==> src/rtl/vault_phase_lock.sv <==
// Multi-digit code lock phase: collects DIGITS entries, compares them against a runtime key,
// enforces a timed lockout between failed attempts and a sticky alarm once retries run out.
module vault_phase_lock #(
   parameter int CODE_W         = 4,
   parameter int DIGITS         = 4,
   parameter int MAX_TRIES      = 3,
   parameter int LOCKOUT_CYCLES = 16
) (
   input  logic                                        clk,
   input  logic                                        reset,
   input  logic                                        start,
   input  logic                                        enter,
   input  logic [CODE_W-1:0]                           switch_in,
   input  logic [DIGITS*CODE_W-1:0]                    code_key,
   input  logic                                        clear,
   output logic                                        phase_done,
   output logic                                        phase_fail,
   output logic                                        alarm,
   output logic                                        lockout,
   output logic                                        busy,
   output logic [((DIGITS > 1) ? $clog2(DIGITS) : 1)-1:0] digit_idx,
   output logic [$clog2(MAX_TRIES+1)-1:0]              tries_left
);

   localparam int IDX_W = (DIGITS > 1) ? $clog2(DIGITS) : 1;
   localparam int TRY_W = $clog2(MAX_TRIES + 1);
   localparam int CNT_W = (LOCKOUT_CYCLES > 1) ? $clog2(LOCKOUT_CYCLES) : 1;

   localparam logic [IDX_W-1:0] LAST_IDX  = IDX_W'(DIGITS - 1);
   localparam logic [TRY_W-1:0] TRY_FULL  = TRY_W'(MAX_TRIES);
   localparam logic [CNT_W-1:0] LOCK_LOAD = CNT_W'(LOCKOUT_CYCLES - 1);

   typedef enum logic [2:0] {
      S_IDLE,
      S_ENTRY,
      S_EVAL,
      S_LOCKOUT,
      S_DONE,
      S_FAIL
   } state_e;

   state_e             state_q,    state_d;
   logic [IDX_W-1:0]   idx_q,      idx_d;
   logic [TRY_W-1:0]   tries_q,    tries_d;
   logic [CNT_W-1:0]   cnt_q,      cnt_d;
   logic               mismatch_q, mismatch_d;

   logic [CODE_W-1:0]  key_digit;
   logic [TRY_W-1:0]   tries_dec;

   assign key_digit = code_key[idx_q*CODE_W +: CODE_W];

   // NOTE: every _d starts as its _q so paths that do not assign it hold state instead of inferring a latch.
   always_comb begin
      state_d    = state_q;
      idx_d      = idx_q;
      tries_d    = tries_q;
      cnt_d      = cnt_q;
      mismatch_d = mismatch_q;
      tries_dec  = tries_q - 1'b1;

      case (state_q)
         S_IDLE: begin
            if (start) begin
               state_d    = S_ENTRY;
               idx_d      = '0;
               mismatch_d = 1'b0;
               tries_d    = TRY_FULL;
            end
         end

         S_ENTRY: begin
            if (enter) begin
               if (switch_in != key_digit) mismatch_d = 1'b1;
               if (idx_q == LAST_IDX) begin
                  idx_d   = '0;
                  state_d = S_EVAL;
               end else begin
                  idx_d = idx_q + 1'b1;
               end
            end
         end

         // Single decision cycle; the per-digit result never leaves the block before this point.
         S_EVAL: begin
            mismatch_d = 1'b0;
            if (!mismatch_q) begin
               state_d = S_DONE;
            end else begin
               tries_d = tries_dec;
               if (tries_dec == '0) begin
                  state_d = S_FAIL;
               end else begin
                  state_d = S_LOCKOUT;
                  cnt_d   = LOCK_LOAD;
               end
            end
         end

         S_LOCKOUT: begin
            if (cnt_q == '0) begin
               state_d = S_ENTRY;
               idx_d   = '0;
            end else begin
               cnt_d = cnt_q - 1'b1;
            end
         end

         S_DONE, S_FAIL: begin
            if (clear) begin
               state_d = S_IDLE;
               tries_d = TRY_FULL;
            end
         end

         default: state_d = S_IDLE;
      endcase
   end

   // NOTE: sequential state uses non-blocking assignments only, so all flops update together at the edge.
   always_ff @(posedge clk or posedge reset) begin
      if (reset) begin
         state_q    <= S_IDLE;
         idx_q      <= '0;
         tries_q    <= TRY_FULL;
         cnt_q      <= '0;
         mismatch_q <= 1'b0;
      end else begin
         state_q    <= state_d;
         idx_q      <= idx_d;
         tries_q    <= tries_d;
         cnt_q      <= cnt_d;
         mismatch_q <= mismatch_d;
      end
   end

   assign phase_done = (state_q == S_DONE);
   assign phase_fail = (state_q == S_FAIL);
   assign alarm      = (state_q == S_FAIL);
   assign lockout    = (state_q == S_LOCKOUT);
   assign busy       = (state_q == S_ENTRY) || (state_q == S_EVAL) || (state_q == S_LOCKOUT);
   assign digit_idx  = idx_q;
   assign tries_left = tries_q;

endmodule

==> config.mk <==
export PLATFORM = sky130hd
export DESIGN_NAME = vault_phase_lock
export DESIGN_NICKNAME = d
export VERILOG_FILES = /design/src/rtl/vault_phase_lock.sv
export SDC_FILE = /design/constraint.sdc
export NUM_CORES = 1
export LEC_CHECK = 0
export CAP_MARGIN = 20
export CORE_ASPECT_RATIO = 0.7
export CORE_MARGIN = 2
export CORE_UTILIZATION = 43
export CTS_CLUSTER_DIAMETER = 150
export DETAILED_ROUTE_END_ITERATION = 10
export PLACE_DENSITY = 0.89
export RECOVER_POWER = 100
export SKIP_LAST_GASP = 1
export SYNTH_ARGS = -nofsm -noshare
export SYNTH_HDL_FRONTEND = slang
export SYNTH_SLANG_ARGS = --single-unit
==> constraint.sdc <==
create_clock -name clk -period 2.25 [get_ports clk]
set_clock_uncertainty 0.1 [all_clocks]
set_input_delay 0.225 -clock clk [delete_from_list [all_inputs] [get_ports clk]]
set_output_delay 0.225 -clock clk [all_outputs]
set_load 0.05 [all_outputs]
---- Word level (Yosys, flattened, before mapping) ----
Cells that the tools add are included.
cells by class
  reductions and logical operators ........ 15
  shift-type cells ........................ 1
  $add $sub $neg .......................... 3
  equality and inequality tests ........... 16
  mux-type cells .......................... 25
operators with widths
  cell                 count
  $mux 3               7
  $ne 2x2->1 const B   8
  $reduce_and 4->1     4
  $shiftx 16x5->4      1
  $pmux 3 s5           1
  $mux 2               7
  $mux 4               3
  $pmux 2 s3           2
  $reduce_bool 3->1    3
  $pmux 4 s2           1
  $eq 3x2->1 const B   2
  $eq 3x3->1 const B   2
  $reduce_and 5->1     1
  $logic_not 4->1      1
  $ne 4x4->1           1
  $sub 4x1->4 const B  1
  $eq 3x1->1 const B   1
  $logic_not 3->1      1
  $mux 1               3
  $pmux 1 s3           1
  $add 2x1->2 const B  1
  $eq 2x2->1 const B   1
  $logic_not 2->1      1
  $logic_or 1x1->1     2
  4 further kinds      4
word-level totals
  logic and storage cells ................. 65
  output and inout port bits .............. 9
  bits in registers ....................... 12
  bits of input ports ..................... 25

---- Longest topological paths before layout ----
Gate-level depths: netlist of run 1.
  depth in word-level cells ............... 5
  gate-level depth with buffers ........... 6
  mapped depth without buffers ............ 6

---- Least setup slack after synthesis of run 1 ----
Ideal clock, no wire load.
  path type ............................... register to register
  start point ............................. register idx_q[0], in the netlist digit_idx[0]
  end point ............................... register mismatch_q
  path slack .............................. 150 ps
  setup time .............................. 129 ps
  required time ........................... 2021 ps
  buffers on the path ..................... 1
  clock period less this slack ............ 2100 ps
  data arrival time ....................... 1871 ps
  stages on the path, launching flop included .. 5
  cells stage by stage .................... dfrtp_1 -> buf_6 -> mux4_2 -> xor2_1 -> o41a_1
on the way
  cells in the longest elaborated chain, start to end .. 4
RTL lines
  element                     line  source
  start, declared             43    logic [IDX_W-1:0] idx_q, idx_d;
  start signal, assigned      130   idx_q <= idx_d;
  $shiftx 16x5->4             51    assign key_digit = code_key[idx_q*CODE_W +: CODE_W];
  $ne 4x4->1                  74    if (switch_in != key_digit) mismatch_d = 1'b1;
  $ne 2x2->1 (no line)        n/a
  $reduce_and 4->1 (no line)  n/a
  end signal, assigned        133   mismatch_q <= mismatch_d;
  end, declared               46    logic mismatch_q, mismatch_d;
No other way between the ends.
A chain may end at the register's enable or synchronous reset.

---- Worst setup path after layout of run 1 ----
  start point ............................. register state_q[0]
  end point ............................... output busy
on the way
  cells in the longest elaborated chain, start to end .. 3
  elaborated cells between the ends (all ways) .. 5
  classes of those cells .................. eq/ne (3); reduce/logical (2)
RTL lines
  element                                   line  source
  start, declared                           42    state_e state_q, state_d;
  start signal, assigned                    129   state_q <= state_d;
  $eq 3x1->1 or $eq 3x2->1 (tied branches)  141   assign busy = (state_q == S_ENTRY) || (state_q == S_EVAL) || (state_q == S_LOCKOUT);
  $logic_or 1x1->1                          141
  $logic_or 1x1->1 (*)                      141
  end, declared                             20    output logic busy,
Mark *: on every way between the ends. The rest lies on a longest branch, timed or not.

==> results of run 1 <==
synthesized netlist by cell type, types with 2 or more instances:
master	n	area [um2]
nor2_1	12	45.0
dfrtp_1	10	250
inv_1	10	37.5
mux2i_1	5	50.1
xor2_1	5	43.8
a21oi_1	4	20.0
clkbuf_1	4	15.0
nand2_1	4	15.0
o21ai_1	4	20.0
ha_1	3	37.5
nand2b_1	3	18.8
nor3b_1	3	22.5
a31oi_1	2	12.5
and3_1	2	12.5
dfstp_2	2	52.6
mux2_1	2	22.5
mux4_2	2	45.0
nand3_1	2	10.0
nor2b_1	2	12.5
o21ai_0	2	10.0
o32ai_1	2	17.5
worst max path at each step:
stage                         to  cells past startpoint  slack [ps]
floorplan             mismatch_q                      4         150
global placement            busy                      3         370
detailed placement  digit_idx[0]                      6         250
CTS                         busy                      3          20
global route                busy                      3          50
finish                      busy                      3         140
state kept, by name, indices dropped and copies added (netlist names):
| register | flops |
|---|---|
| mismatch_q | 1 |
| cnt_q | 4 |
| state_q | 3 |
| digit_idx | 2 |
| tries_left | 2 |
layer usage:
layer,vias up,wire length [um],part of all wire (%)
met3,12,146,6.0
met5,-,0,0
met1,415,987,40
li1,419,-,-
met4,0,87,3.6
met2,42,1220,50
through the flow:
stage	util, %	area (um2)	power [uW]	cells	worst slack [ps]
after global placement	64.6	1240	1180	151	367
after floorplan	-	911	998	100	150
after CTS	66.0	1270	1370	155	17.4
after detailed placement	64.6	1240	1220	151	246
final	65.4	1260	1340	155	138
after global routing	65.4	1260	1450	155	52.7
power by group:
part           switching (uW)  internal (uW)
sequential                143            306
combinational             419            333
clock                    71.2           68.7
final cells by class:
| cell class | instances | area, um2 |
|---|---|---|
| clock buffers | 4 | 26.3 |
| inverters | 10 | 37.5 |
| multi-input cells | 72 | 537 |
| flip-flops and latches | 12 | 304 |
| repair buffers | 35 | 324 |
| fillers | 158 | 663 |
| well taps | 22 | 27.5 |
worst reg2reg max path, cell delays in order (launching register included):
cell     delay, ps
dfrtp_1        420
inv_1           90
ha_1           180
nor3b_1        370
nand3_1        150
a21oi_1        270
mux2_1         360
cells by family (layout without fill, tap and decap cells):
logic type	Yosys count	after routing	synth area share, %
AOI/OAI and AO/OA	21	21	15.2
xor gates and xnor gates	5	5	4.81
adders and majority gates	3	3	4.12
buffers and inverters	16	49	7.83
DFF	12	12	33.2
muxes	11	11	17.0
and+or+nand+nor	32	32	17.7
==> flow_summary.yaml, run 1 <==
logic_synthesis:
  synthArstFlopShare_pct: 100
  synth.distinct_cells: 36
  synth_top_flop_cell: "dfrtp_1"
  ys_ff_latch: 12
  seq_area_frac_synth_pct: 33.2
  syn_inst: 100
  syn-num-nets: 128
  synth_edf_count: 0
  synthesis.area_um2: 911
  synth_area_per_cell_um2: 9.11
  ys_warn_count: 0
drt:
  first_iter_violations: 59
  dr.pass1.iters: 4
  viasPerCell: 5.73
  postRouteAntennaNets: 0
  drcViolationCount: 0
  wl_per_cell_um: 15.7
  wl_um: 2440
  vias: 888
layout:
  final_common_cell: "clkdlybuf4s50_1"
  final_cell_mix: "clkdlybuf4s50_1 (24), nor2_1 (12), inv_1 (10), dfrtp_1 (9)"
  area_growth_pct: 37.9
  n_antenna_cell: 0
  finalNetCount: 162
  drive_above_1_share_pct: 9.77
floorplanning:
  fp.dieW_um: 59.0
  num_rows: 13
  die_height_um: 42.5
  ios: 34
  start_util_pct: 47.5
  die_area_um2: 2510
  core-area_um2: 1920
cts:
  postCtsSetupRepairBufs: 0
  clock-root-buffer: "clkbuf_4"
  cts_hold_buf: 0
  worstSkewPairLatency_ps: 280
  clockBufferDepth: 2
  clk_pin_slew_ps: 80
  cts_buffers: 3
  post_cts_resized: 0
  cts.sinks: 12
  htree_levels: 1
  cts_tree: "done"
worst_setup_path:
  critical_path.max_fanout: 14
  reg2reg_depth: 6
  cp-end-kind: "primary output"
  crit_chain: "nor2_1 > nor2_1 > clkdlybuf4s50_1"
  arrival_ps: 1790
  regToRegStartpoint: "cnt_q[0]"
  crit_buf_inv: 1
  crit_top_cell: "nor2_1"
  crit_path_start_kind: "flip-flop"
  crit_slowest_cell: "clkdlybuf4s50_1"
  slowest_delay_ps: 810
  crit_start: "state_q[0]"
  critPathTopFamily: "buffers and inverters"
  rrSetupSlack_ps: 190
  setup.worst_path.class: "reg -> out"
  worstPathRequired_ps: 1920
  reg2reg_to: "digit_idx[0]"
global_routing:
  grt_pass1_vias: 938
  busiest_layer: "met2"
  met3_usage_pct: 5.25
  gr-usage-met2_pct: 38.0
  grt_usage_pct: 21.9
  grt_pass1_wl_um: 4110
  grt_use_met1_pct: 25.4
  grt_overflow: 0
  antenna_found_initial: 0
  grt_max_degree: 15
placed_design:
  gp_congestion: 0.785
  place_hpwl_um: 1940
  io_buffers: 33
pwr:
  cellPowerDensity_nw_per_um2: 1070
  leakage_uw: 0.000557
  ir_drop_uv: 679
timing:
  finalHoldViolations: 0
  tightestPinTransition_ps: 597
  rsz0062_at_grt: "no"
  finalCritPeriodShare_pct: 93.9
  whs_ps: 289
  setup_violations: 0
  drv_slew: 0
  max_freq_ghz: 0.474
  tns_ps: 0
  max_slew_margin_pct: 60.1
  period_needed_ps: 2110
run_status:
  status: "complete, no violations"
hold_path:
  hp-class: "in -> async"
run:
  maxCapViolations: 0
(Power assumes the default switching activity.)
==> run 2: changes to the inputs <==
--- a/config.mk
+++ b/config.mk
@@ -7,11 +7,12 @@
 export LEC_CHECK = 0
 export CAP_MARGIN = 20
 export CORE_ASPECT_RATIO = 0.7
-export CORE_MARGIN = 2
-export CORE_UTILIZATION = 43
+export CORE_MARGIN = 4
+export CORE_UTILIZATION = 45
+export CTS_BUF_LIST = sky130_fd_sc_hd__clkbuf_8
 export CTS_CLUSTER_DIAMETER = 150
 export DETAILED_ROUTE_END_ITERATION = 10
-export PLACE_DENSITY = 0.89
+export PLACE_DENSITY = 0.92
 export RECOVER_POWER = 100
 export SKIP_LAST_GASP = 1
 export SYNTH_ARGS = -nofsm -noshare
==> run 2 against run 1 <==
Sequential share of layout area decreased by 0.29 points. Routed wire length decreased by 0.12%. Total power increased by 6.3%. Via count decreased by 3.9%. Final cell count decreased by 0.65%. Utilization increased by 1.7 points. Die area increased by 12%. Clock power increased by 71%. Critical endpoint is now digit_idx[0]. Largest cell class unchanged.
==> flow_summary.yaml, run 2 (synthesized netlist as in run 1, its figures left out) <==
run_status:
  status: "complete, no violations"
drt:
  wl_um: 2440
  dr.pass1.iters: 7
  wl_per_cell_um: 15.8
  drcViolationCount: 0
  first_iter_violations: 63
  postRouteAntennaNets: 0
  vias: 853
  viasPerCell: 5.54
layout:
  final_cell_mix: "clkdlybuf4s50_1 (23), nor2_1 (12), inv_1 (10), dfrtp_1 (10)"
  instances_no_fill: 154
  multi_input_area_um2: 537
  fin_util_pct: 67.1
  final_common_cell: "clkdlybuf4s50_1"
  drive_above_1_share_pct: 6.82
  area_growth_pct: 39.0
  register_area_um2: 303
  regMostFlops: "cnt_q"
  n_antenna_cell: 0
  layout.filler_cells: 144
  top_regs: "cnt_q x4, state_q x3"
  finalNetCount: 161
  largest_reg_flops: 4
pwr:
  leakage_uw: 0.000553
  finalPower_uw: 1420
  ir_drop_uv: 1010
  cellPowerDensity_nw_per_um2: 1130
floorplanning:
  die_area_um2: 2820
  num_rows: 13
  core-area_um2: 1890
  start_util_pct: 48.3
  die_height_um: 45.6
  ios: 34
  fp.dieW_um: 61.8
placed_design:
  io_buffers: 33
  place_ws_ps: 326
  gp_congestion: 0.840
  place_hpwl_um: 1860
  dp.cells: 150
timing:
  max_slew_margin_pct: 59.4
  tightestPinTransition_ps: 607
  drv_slew: 0
  setup_violations: 0
  period_needed_ps: 2040
  finalCritPeriodShare_pct: 90.6
  worst_slack_ps: 212
  tns_ps: 0
  max_freq_ghz: 0.491
  rsz0062_at_grt: "no"
  finalHoldViolations: 0
worst_setup_path:
  worstPathRequired_ps: 1920
  setup.worst_path.class: "reg -> out"
  rrSetupSlack_ps: 230
  crit_slowest_cell: "dlygate4sd3_1"
  cp-endpoint: "digit_idx[0]"
  critPathTopFamily: "buffers and inverters"
  crit_start: "digit_idx[0]"
  crit_cells: 1
  critical_path.max_fanout: 9
  slowest_delay_ps: 930
  regToRegStartpoint: "cnt_q[0]"
  cp-end-kind: "primary output"
  arrival_ps: 1710
  reg2reg_to: "digit_idx[0]"
  reg2reg_depth: 6
  crit_path_start_kind: "flip-flop"
  crit_buf_inv: 1
  crit_chain: "dlygate4sd3_1"
global_routing:
  grt_pass1_wl_um: 3730
  grt_pass1_vias: 790
  antenna_found_initial: 0
  grt_overflow: 0
  grt_usage_pct: 18.6
  grt_max_degree: 15
cts:
  cts_hold_buf: 0
  worstSkewPairLatency_ps: 250
  post_cts_resized: 0
  htree_levels: 1
  cts_buffers: 3
  clock-root-buffer: "clkbuf_8"
  clk_pin_slew_ps: 50
  postCtsSetupRepairBufs: 0
  cts_tree: "done"
  clockBufferDepth: 2
  cts.sinks: 12
hold_path:
  hp-class: "in -> async"
run:
  maxCapViolations: 0
==> run 2: cell types whose count changed in the layout (fill, tap and decap cells not counted) <==
| cell | before | now |
|---|---|---|
| clkdlybuf4s50_1 | 24 | 23 |
| clkbuf_1 | 2 | 5 |
| clkbuf_8 | 0 | 4 |
| clkbuf_2 | 3 | 0 |
| dfrtp_1 | 9 | 10 |
| dfrtp_2 | 1 | 0 |
| buf_4 | 2 | 1 |
| clkbuf_4 | 3 | 0 |
==> run 2: stage by stage <==
| step | cell area [um2] | hold slack (ps) |
|---|---|---|
| floorplan | 911 | -11.7 |
| global placement | 1230 | 396 |
| detailed placement | 1230 | 425 |
| CTS | 1290 | 202 |
| global route | 1270 | 383 |
| finish | 1270 | 331 |
==> run 2: layout make-up <==
| type | count | area share (%) |
|---|---|---|
| clock buffer | 4 | 4.35 |
| inverter | 10 | 2.96 |
| sequential | 12 | 23.9 |
| timing repair buffer | 34 | 24.2 |
| multi-input combinational | 72 | 42.4 |
| tap | 22 | 2.17 |
==> run 2: report_power, final <==
part / internal, uW / leakage, uW / switching (uW)
sequential: 305 / 0.000131 / 144
clock: 155 / 0.0000288 / 83.7
combinational: 323 / 0.000393 / 415
==> run 2: worst min-delay path by stage <==
| stage | slack (ps) | end | cells past startpoint | from |
|---|---|---|---|---|
| CTS | 200 | cnt_q[3] | 2 | reset |
| global placement | 400 | tries_left[1] | 2 | tries_left[1] |
| floorplan | -10 | cnt_q[0] | 1 | reset |
| global route | 380 | cnt_q[3] | 2 | reset |
| detailed placement | 420 | tries_left[1] | 2 | tries_left[1] |
| finish | 330 | cnt_q[1] | 2 | reset |
==> run 2: routing by layer <==
layer  up-vias  GRT usage (%)  routed length [um]
met5         -              0                   0
met4         0           6.78                  69
met3         6           5.38                 115
met2        27           27.1                1150
met1       401           26.1                1100
li1        419              -                   -
